===== config.mk =====
export PLATFORM = sky130hd
export DESIGN_NAME = instr_mem_loader_flat
export DESIGN_NICKNAME = d
export VERILOG_FILES = /design/src/rtl/instr_loader_pkg.sv /design/src/rtl/instr_mem_loader_if.sv /design/src/rtl/byte_to_word_packer.sv /design/src/rtl/instr_mem_loader.sv /design/src/flat_wrapper.sv
export SDC_FILE = /design/constraint.sdc
export NUM_CORES = 1
export LEC_CHECK = 0
export ABC_CLOCK_PERIOD_IN_PS = 2500
export CORE_MARGIN = 2
export CORE_UTILIZATION = 49
export CTS_CLUSTER_SIZE = 10
export DETAILED_ROUTE_END_ITERATION = 10
export PLACE_DENSITY = 0.81
export SYNTH_ARGS = -nofsm -noshare
export SYNTH_HDL_FRONTEND = slang
export SYNTH_HIERARCHICAL = 1
export SYNTH_SLANG_ARGS = --single-unit

===== constraint.sdc =====
create_clock -name clk -period 2.5 [get_ports clk]
set_input_delay 0.625 -clock clk [delete_from_list [all_inputs] [get_ports clk]]
set_output_delay 0.625 -clock clk [all_outputs]
set_load 0.05 [all_outputs]

===== src/rtl/instr_loader_pkg.sv =====
// Shared types and constants for the instruction-memory loader.
package instr_loader_pkg;

    typedef enum logic [2:0] {
        IDLE,
        LEN_HI,
        LEN_LO,
        DATA,
        WRITE,
        CHK,
        DONE,
        ERR
    } state_t;

    localparam int BYTES_PER_WORD = 4;
    localparam int LEN_W          = 16;
    localparam int IDX_W          = $clog2(BYTES_PER_WORD);

endpackage


===== src/rtl/instr_mem_loader_if.sv =====
// Byte-stream, memory write port and status bundle of the loader.
// master drives the stream and start; slave (the loader) drives the rest.
interface instr_mem_loader_if;
    import instr_loader_pkg::*;

    logic             start;
    logic             byte_valid;
    logic [7:0]       byte_data;
    logic             byte_ready;
    logic             mem_we;
    logic [31:0]      mem_addr;
    logic [31:0]      mem_wdata;
    logic             cpu_hold;
    logic             done;
    logic             error;
    logic [LEN_W-1:0] words_written;

    modport master (
        output start, byte_valid, byte_data,
        input  byte_ready, mem_we, mem_addr, mem_wdata,
        input  cpu_hold, done, error, words_written
    );

    modport slave (
        input  start, byte_valid, byte_data,
        output byte_ready, mem_we, mem_addr, mem_wdata,
        output cpu_hold, done, error, words_written
    );

endinterface


===== src/rtl/byte_to_word_packer.sv =====
// Packs a byte stream big-endian into 32-bit words.
// Latency: word register updates on the accepting edge; word_ready flags the 4th byte combinationally.
// Backpressure: none of its own; shifts only when the caller asserts shift.
module byte_to_word_packer
    import instr_loader_pkg::*;
(
    input  logic        clk,
    input  logic        rst_n,
    input  logic        clear,
    input  logic        shift,
    input  logic [7:0]  byte_in,
    output logic [31:0] word,
    output logic        word_ready
);

    logic [IDX_W-1:0] idx;
    logic [31:0]      word_q;

    always_ff @(posedge clk) begin
        if (!rst_n) begin
            idx    <= '0;
            word_q <= '0;
        end else begin
            if (clear) begin
                idx <= '0;
            end else if (shift) begin
                idx <= idx + 1'b1;
            end
            if (shift) begin
                word_q <= {word_q[23:0], byte_in};
            end
        end
    end

    assign word       = word_q;
    assign word_ready = shift && (idx == IDX_W'(BYTES_PER_WORD - 1));

endmodule


===== src/rtl/instr_mem_loader.sv =====
// Loads a length-prefixed byte stream into instruction memory, holding the CPU meanwhile.
// Latency: 4th byte of a word accepted in cycle t -> mem_we in t+1; at best 1 word per 5 cycles.
// Backpressure: byte_valid low stalls any state; byte_ready drops in IDLE/WRITE/DONE/ERR. Option: INSTR_LOADER_CHECKSUM_EN.
module instr_mem_loader
    import instr_loader_pkg::*;
#(
    parameter int          DEPTH     = 256,
    parameter logic [31:0] BASE_ADDR = 32'h0000_0000
)(
    input  logic              clk,
    input  logic              rst_n,
    instr_mem_loader_if.slave bus
);

    localparam logic [LEN_W:0] DEPTH_L = (LEN_W + 1)'(DEPTH);

    state_t           state;
    state_t           state_nxt;
    logic [LEN_W-1:0] len;
    logic [LEN_W-1:0] len_full;
    logic [LEN_W-1:0] words_written;
    logic             error_q;
    logic             xfer;
    logic             pk_clear;
    logic             pk_shift;
    logic             word_ready;
    logic [31:0]      word;

`ifdef INSTR_LOADER_CHECKSUM_EN
    logic [7:0] csum;
`endif

    assign xfer     = bus.byte_valid && bus.byte_ready;
    assign pk_shift = xfer && (state == DATA);
    assign len_full = {len[LEN_W-1 -: 8], bus.byte_data};

    byte_to_word_packer u_packer (
        .clk        (clk),
        .rst_n      (rst_n),
        .clear      (pk_clear),
        .shift      (pk_shift),
        .byte_in    (bus.byte_data),
        .word       (word),
        .word_ready (word_ready)
    );

    always_ff @(posedge clk) begin
        if (!rst_n) begin
            state <= IDLE;
        end else begin
            state <= state_nxt;
        end
    end

    always_comb begin
        state_nxt = state;
        pk_clear  = 1'b0;
        case (state)
            IDLE: begin
                if (bus.start) state_nxt = LEN_HI;
            end
            LEN_HI: begin
                if (xfer) state_nxt = LEN_LO;
            end
            LEN_LO: begin
                if (xfer) begin
                    pk_clear = 1'b1;
                    if (len_full == '0) begin
                        state_nxt = DONE;
                    end else if ({1'b0, len_full} > DEPTH_L) begin
                        state_nxt = ERR;
                    end else begin
                        state_nxt = DATA;
                    end
                end
            end
            DATA: begin
                if (word_ready) state_nxt = WRITE;
            end
            WRITE: begin
                if (words_written + 1'b1 == len) begin
`ifdef INSTR_LOADER_CHECKSUM_EN
                    state_nxt = CHK;
`else
                    state_nxt = DONE;
`endif
                end else begin
                    state_nxt = DATA;
                end
            end
`ifdef INSTR_LOADER_CHECKSUM_EN
            CHK: begin
                if (xfer) state_nxt = (bus.byte_data == csum) ? DONE : ERR;
            end
`endif
            DONE:    state_nxt = IDLE;
            ERR:     state_nxt = IDLE;
            default: state_nxt = IDLE;
        endcase
    end

    // Session bookkeeping; error is sticky until the next accepted start.
    always_ff @(posedge clk) begin
        if (!rst_n) begin
            len           <= '0;
            words_written <= '0;
            error_q       <= 1'b0;
        end else begin
            if (state == IDLE && bus.start) begin
                words_written <= '0;
                error_q       <= 1'b0;
            end
            if (state == LEN_HI && xfer) len[LEN_W-1 -: 8] <= bus.byte_data;
            if (state == LEN_LO && xfer) len[7:0]          <= bus.byte_data;
            if (state == WRITE)          words_written     <= words_written + 1'b1;
            if (state_nxt == ERR)        error_q           <= 1'b1;
        end
    end

`ifdef INSTR_LOADER_CHECKSUM_EN
    always_ff @(posedge clk) begin
        if (!rst_n) begin
            csum <= '0;
        end else if (state == IDLE && bus.start) begin
            csum <= '0;
        end else if (xfer && (state inside {LEN_HI, LEN_LO, DATA})) begin
            csum <= csum ^ bus.byte_data;
        end
    end
`endif

    assign bus.byte_ready    = state inside {LEN_HI, LEN_LO, DATA, CHK};
    assign bus.mem_we        = (state == WRITE);
    assign bus.mem_addr      = BASE_ADDR + 32'(words_written) * 32'(BYTES_PER_WORD);
    assign bus.mem_wdata     = word;
    assign bus.cpu_hold      = state inside {LEN_HI, LEN_LO, DATA, WRITE, CHK};
    assign bus.done          = (state == DONE);
    assign bus.error         = error_q;
    assign bus.words_written = words_written;

endmodule


===== src/flat_wrapper.sv =====
// flat-port wrapper written by rule: the top's interface ports become plain ports
module instr_mem_loader_flat import instr_loader_pkg::*;
#(
    parameter int          DEPTH     = 256,
    parameter logic [31:0] BASE_ADDR = 32'h0000_0000
)
  (clk, rst_n, bus_start, bus_byte_valid, bus_byte_data, bus_byte_ready, bus_mem_we, bus_mem_addr, bus_mem_wdata, bus_cpu_hold, bus_done, bus_error, bus_words_written);
  instr_mem_loader_if bus_i ();
  input  logic clk;
  input  logic rst_n;
  input wire logic [$bits(bus_i.start)-1:0] bus_start;
  input wire logic [$bits(bus_i.byte_valid)-1:0] bus_byte_valid;
  input wire logic [$bits(bus_i.byte_data)-1:0] bus_byte_data;
  output wire logic [$bits(bus_i.byte_ready)-1:0] bus_byte_ready;
  output wire logic [$bits(bus_i.mem_we)-1:0] bus_mem_we;
  output wire logic [$bits(bus_i.mem_addr)-1:0] bus_mem_addr;
  output wire logic [$bits(bus_i.mem_wdata)-1:0] bus_mem_wdata;
  output wire logic [$bits(bus_i.cpu_hold)-1:0] bus_cpu_hold;
  output wire logic [$bits(bus_i.done)-1:0] bus_done;
  output wire logic [$bits(bus_i.error)-1:0] bus_error;
  output wire logic [$bits(bus_i.words_written)-1:0] bus_words_written;
  assign bus_i.start = bus_start;
  assign bus_i.byte_valid = bus_byte_valid;
  assign bus_i.byte_data = bus_byte_data;
  assign bus_byte_ready = bus_i.byte_ready;
  assign bus_mem_we = bus_i.mem_we;
  assign bus_mem_addr = bus_i.mem_addr;
  assign bus_mem_wdata = bus_i.mem_wdata;
  assign bus_cpu_hold = bus_i.cpu_hold;
  assign bus_done = bus_i.done;
  assign bus_error = bus_i.error;
  assign bus_words_written = bus_i.words_written;
  instr_mem_loader #(.DEPTH(DEPTH), .BASE_ADDR(BASE_ADDR)) u_core (.clk(clk), .rst_n(rst_n), .bus(bus_i));
endmodule

## Yosys cells after proc, flatten, opt, wreduce, memory -nomap -nowiden

Cells that the tools add are included.

| cells by class | value |
|---|---|
| reduce and logical (&&, ||, !) cells | 13 |
| bitwise operators | 1 |
| magnitude comparators | 1 |
| equal/unequal tests | 9 |
| mux-type cells | 14 |
| add/subtract/negate cells | 2 |

Operators by type and width:

| operator | number |
|---|---|
| two-way mux 16 bit | 2 |
| two-way mux 3 bit | 7 |
| adder 16 x 1 -> 16 bit, second input constant | 1 |
| equality test 16 bit | 1 |
| greater-than comparator 16 x 9 -> 1 bit, second input constant | 1 |
| zero test 16 bit | 1 |
| one-hot mux 3 bit (5 select lines) | 1 |
| equality test 3 bit, second input constant | 4 |
| equality test 3 x 2 -> 1 bit, second input constant | 2 |
| logical AND 1 bit | 6 |
| nonzero test 5 bit | 1 |
| two-way mux 1 bit | 4 |
| nonzero test 2 bit | 2 |
| nonzero test 4 bit | 1 |
| equality test 3 x 1 -> 1 bit, second input constant | 1 |
| zero test 3 bit | 1 |
| adder 2 x 1 -> 2 bit, second input constant | 1 |
| equality test 2 bit, second input constant | 1 |
| OR reduction 2 bit | 1 |
| NOT 1 bit | 1 |

| word-level totals | value |
|---|---|
| output and inout bits | 85 |
| bits in registers | 70 |
| logic and storage cells | 47 |

## Logic depth before layout (Yosys ltp)

| depth | value |
|---|---|
| depth in word-level cells | 9 |
| gate-level depth with buffers | 11 |

## Hierarchy

The synthesis kept the hierarchy.

By module, submodules not included:

| module | cells each | seq. area each (um^2) | times used | area an instance (um^2) |
|---|---|---|---|---|
| instr_mem_loader | 302 | 720.7 | 1 | 2353.5 |
| byte_to_word_packer | 112 | 680.7 | 1 | 1335.0 |

## Worst setup path before layout

No wires, ideal clock.

| timing path | value |
|---|---|
| kind | register -> register |
| start | register u_core.words_written[0], in the netlist u_core/bus.words_written[0] |
| end | register u_core.state[0] |
| path buffers | 1 |
| required time | 2.367 ns |
| period minus slack after synthesis | 2.508 ns |
| path slack | -0.008 ns |
| data arrival time | 2.375 ns |
| cell stages (with the launch flop) | 9 |
| path through | dfxtp_1 ha_1 and3_1 and3_1 buf_6 nand3_4 mux2_4 nor4_2 a211oi_1 |

| between the ends | value |
|---|---|
| cells in the longest elaborated chain, start to end | 4 |

Ends and longest elaborated chain:

| what | line | RTL |
|---|---|---|
| from (decl) | instr_mem_loader.sv:21 | `logic [LEN_W-1:0] words_written;` |
| from (signal assigned) | instr_mem_loader.sv:115 | `if (state == WRITE) words_written <= words_written + 1'b1;` |
| adder 16 x 1 -> 16 bit | instr_mem_loader.sv:81 | `if (words_written + 1'b1 == len) begin` |
| equality test 16 bit | instr_mem_loader.sv:81 |  |
| two-way mux 3 bit | instr_mem_loader.sv:81 |  |
| one-hot mux 3 bit (5 select lines) | instr_mem_loader.sv:58 | `case (state)` |
| to (signal assigned) | instr_mem_loader.sv:51 | `state <= state_nxt;` |
| to (decl) | instr_mem_loader.sv:17 | `state_t state;` |

Every way passes these cells.
A chain may end at the register's enable or synchronous reset.

## Worst setup path after layout

| timing path | value |
|---|---|
| start | register u_core.words_written[6], in the netlist u_core/bus.words_written[6] |
| end | output port bus_mem_addr[8] |

RTL lines:

| what | line | RTL |
|---|---|---|
| to (decl) | flat_wrapper.sv:16 | `output wire logic [$bits(bus_i.mem_addr)-1:0] bus_mem_addr;` |

No word-level cell between the ends.

==> out/qor.yml <==
status: "finished, final reports clean"
setup_viol_count_final: 0
fin_crit_sh: 0.9576
grt_pass1_wl_mm: 14.75
p_comb_frac: 0.115
htreeDepth: 3
grt_max_degree: 35
tritoncts: "done"
io_pins: 97
seqPwrFrac: 0.471
postSynthCellCount: 414
fmax_mhz: 417.7
cp.arrival_ps: 1770
cts_buffers: 9
wl_met1_mm: 3.697
wire_per_inst_um: 15.03
cellPowerDensity_nw_per_um2: 527.0
gp_congestion: 0.8834
die-area_um2: 8237
cts_resized: 0
ys_warn_count: 6
leakagePower_nw: 1.637
track_usage: 0.2178
max-vdd-ir-drop_mv: 0.4225
holdBufCountCts: 0
utilization: 0.6390
seq_area_um2: 1403
maxCapViolCount: 0
fp.dieH_um: 90.76
critical_path.max_stage_delay_ps: 890
hold_path.class: "reg -> reg"
antenna_found_initial: 0
async_flop_share: 0
n_antenna_cell: 0
portBuffers: 80
cts.clk_slew.worst_paths_ps: 70
multiInputGateArea_um2: 1936
whs_ps: 477.0
first_global_vias: 3004
worst_slew_pin_slew_ps: 645.3
wl_met2_mm: 4.299
top_layer: "met4"
cpMaxStageDelayCell: "clkdlybuf4s50_1"
hpwl_mm: 6.371
netlist_area_um2: 3689
synth_edf_count: 0
r2r_cells: 7
cp_num_cells: 1
synthSimpleGateAreaFrac: 0.2134
criticalPathCategory: "reg -> out"
intPower_mw: 1.799
critPathTopFamily: "buffers and inverters"
p_sw_mw: 0.6434
synth_fa_ha_area_frac: 0.006784
clockBufferDepth: 2
skew_ps: 5.852
synth_compound_area_frac: 0.1113
crit_fanout: 9
drt_pre_antenna_iters: 4
rsz0062_at_grt: "no"
relSlewSlack: 0.5653
drc_errors: 0
path_cells: "clkdlybuf4s50_1"
design.core.area_um2: 7253
num_rows: 31
cts_root_buf: "clkbuf_8"
die_w_um: 90.76
switching_share: 0.2635
wirelength_mm: 8.779
cp-end-kind: "primary output"
setup_tns_ps: 0
start_util: 0.5085
synth_ff_type: "dfxtp_1"
postRouteAntennaNets: 0
viasPerCell: 5.421
cp-start-kind: "flop"
worstPathRequired_ps: 1880
cts_sinks: 70
num-fill-cells: 613
synth_xor_area_frac: 0.04986
synthMuxAreaShare: 0.1238
path_buf_inv: 1
nNetsFinal: 494
ys_ff_latch: 70
drt-initial-drc-count: 218
drive_above_1_share: 0.08454
period_needed_ps: 2394
ys_seq_area_frac: 0.3799
layout-area-overhead-vs-synth_pct: 25.64
synth.distinct_cells: 50
wl_met3_um: 490
finalHoldViolCount: 0
vias: 3166
clock_power_share: 0.414
clk_latency_ps: 340
avgSynthCellArea_um2: 8.910
hold_path_depth: 2
synth_top_family_by_area: "simple AND/OR/NAND/NOR gates"
grt_overflow: 0
cts_setup_buffers: 0
finalMaxSlewViolations: 0
## metal layers
metal | GRT usage | vias up
met1 | 0.2749 | 1483
met4 | 0.1231 | 0
met3 | 0.03005 | 30
li1 | - | 1523
met5 | 0 | -
met2 | 0.3563 | 130
## cells in the mapped netlist (2+ instances only)
master	number	share of area
a211oi_1	3	0.0061
o22a_1	2	0.0047
nand2_1	30	0.031
o21a_1	2	0.0041
dfxtp_1	70	0.38
buf_2	3	0.0041
nor2_1	29	0.030
buf_12	3	0.016
a311oi_1	2	0.0047
nand4_1	3	0.0051
buf_4	32	0.065
and2_1	3	0.0051
xnor2_1	11	0.026
nand3_1	10	0.014
o211ai_1	2	0.0041
nor3b_1	7	0.014
and4_1	2	0.0047
xor2_1	10	0.024
or4_1	2	0.0041
clkbuf_1	14	0.014
buf_6	2	0.0061
nand4b_1	2	0.0047
a21oi_1	25	0.034
nor3_1	6	0.0081
o22ai_1	2	0.0034
a22oi_1	2	0.0041
and3_1	4	0.0068
o21ai_0	18	0.024
o211a_1	2	0.0054
mux2i_1	43	0.12
nor4_1	6	0.010
nor2b_1	36	0.061
ha_1	2	0.0068
nand2b_1	2	0.0034
inv_1	7	0.0071
## layout by cell type, fill, tap and decap left out, types with 3 or more instances in the layout
master | netlist | final
xor2_1 | 10 | 10
xnor2_1 | 11 | 11
clkbuf_8 | 0 | 9
nor4_1 | 6 | 6
inv_1 | 7 | 7
nand3_1 | 10 | 10
nor3_1 | 6 | 6
conb_1 | 1 | 16
and2_1 | 3 | 3
mux2i_1 | 43 | 43
nand4_1 | 3 | 3
nand2_1 | 30 | 30
and3_1 | 4 | 4
nor3b_1 | 7 | 6
a211oi_1 | 3 | 3
nor2b_1 | 36 | 36
a21oi_1 | 25 | 25
nor2_1 | 29 | 28
buf_4 | 32 | 16
o21ai_0 | 18 | 18
dfxtp_1 | 70 | 69
clkdlybuf4s50_1 | 0 | 76
## flip-flops by register name (all words and copies together) (netlist names)
| name | count |
|---|---|
| u_core/u_packer/idx | 2 |
| u_core/bus.error | 1 |
| u_core/bus.words_written | 16 |
| u_core/state | 3 |
| u_core/u_packer/word | 32 |
| u_core/len | 16 |
## final cells by class
class                   count  area share
clock buffers              10     0.02754
clock inverters             6     0.02025
inverters                   8    0.006479
multi-input cells         297      0.4177
flip-flops and latches     70      0.3026
well taps                  99     0.02673
repair buffers             94      0.1987
## stage by stage
stage / worst slack [ps] / cell area, um2 / instances / power, mW
6_report: 106.1 / 4634 / 584 / 2.442
5_1_grt: 5.543 / 4634 / 584 / 2.522
4_1_cts: 85.95 / 4634 / 584 / 2.458
3_5_place_dp: 110.5 / 4413 / 568 / 1.452
3_3_place_gp: 143.7 / 4413 / 568 / 1.448
2_1_floorplan: 39.46 / 3751 / 429 / 1.395
## kinds of logic (layout without fill, tap and decap cells)
group                      count (synthesis)  after routing
xor gates and xnor gates                  21             21
muxes                                     45             45
buffers and inverters                     62            118
other                                      1             16
adders and majority gates                  2              2
DFF                                       70             70
AOI/OAI and AO/OA                         67             67
and+or+nand+nor                          146            146
## path summary, 6_finish.rpt
check	slack, ps	startpoint	end
hold reg to reg	480	u_core/bus.error	u_core/bus.error
hold / removal	480	u_core/bus.error	u_core/bus.error
setup reg to reg	170	u_core/bus.words_written[1]	u_core/state[0]
setup / recovery	110	u_core/bus.words_written[6]	bus_mem_addr[8]
## power by group through the flow
| stage | Sequential (mW) | Combinational [mW] | Clock, mW |
|---|---|---|---|
| floorplan | 1.17 | 0.226 | 0 |
| global placement | 1.18 | 0.273 | 0 |
| detailed placement | 1.18 | 0.276 | 0 |
| CTS | 1.15 | 0.277 | 1.03 |
| global route | 1.15 | 0.299 | 1.07 |
| finish | 1.15 | 0.280 | 1.01 |
Note: power is estimated with default switching activity, not from simulation.
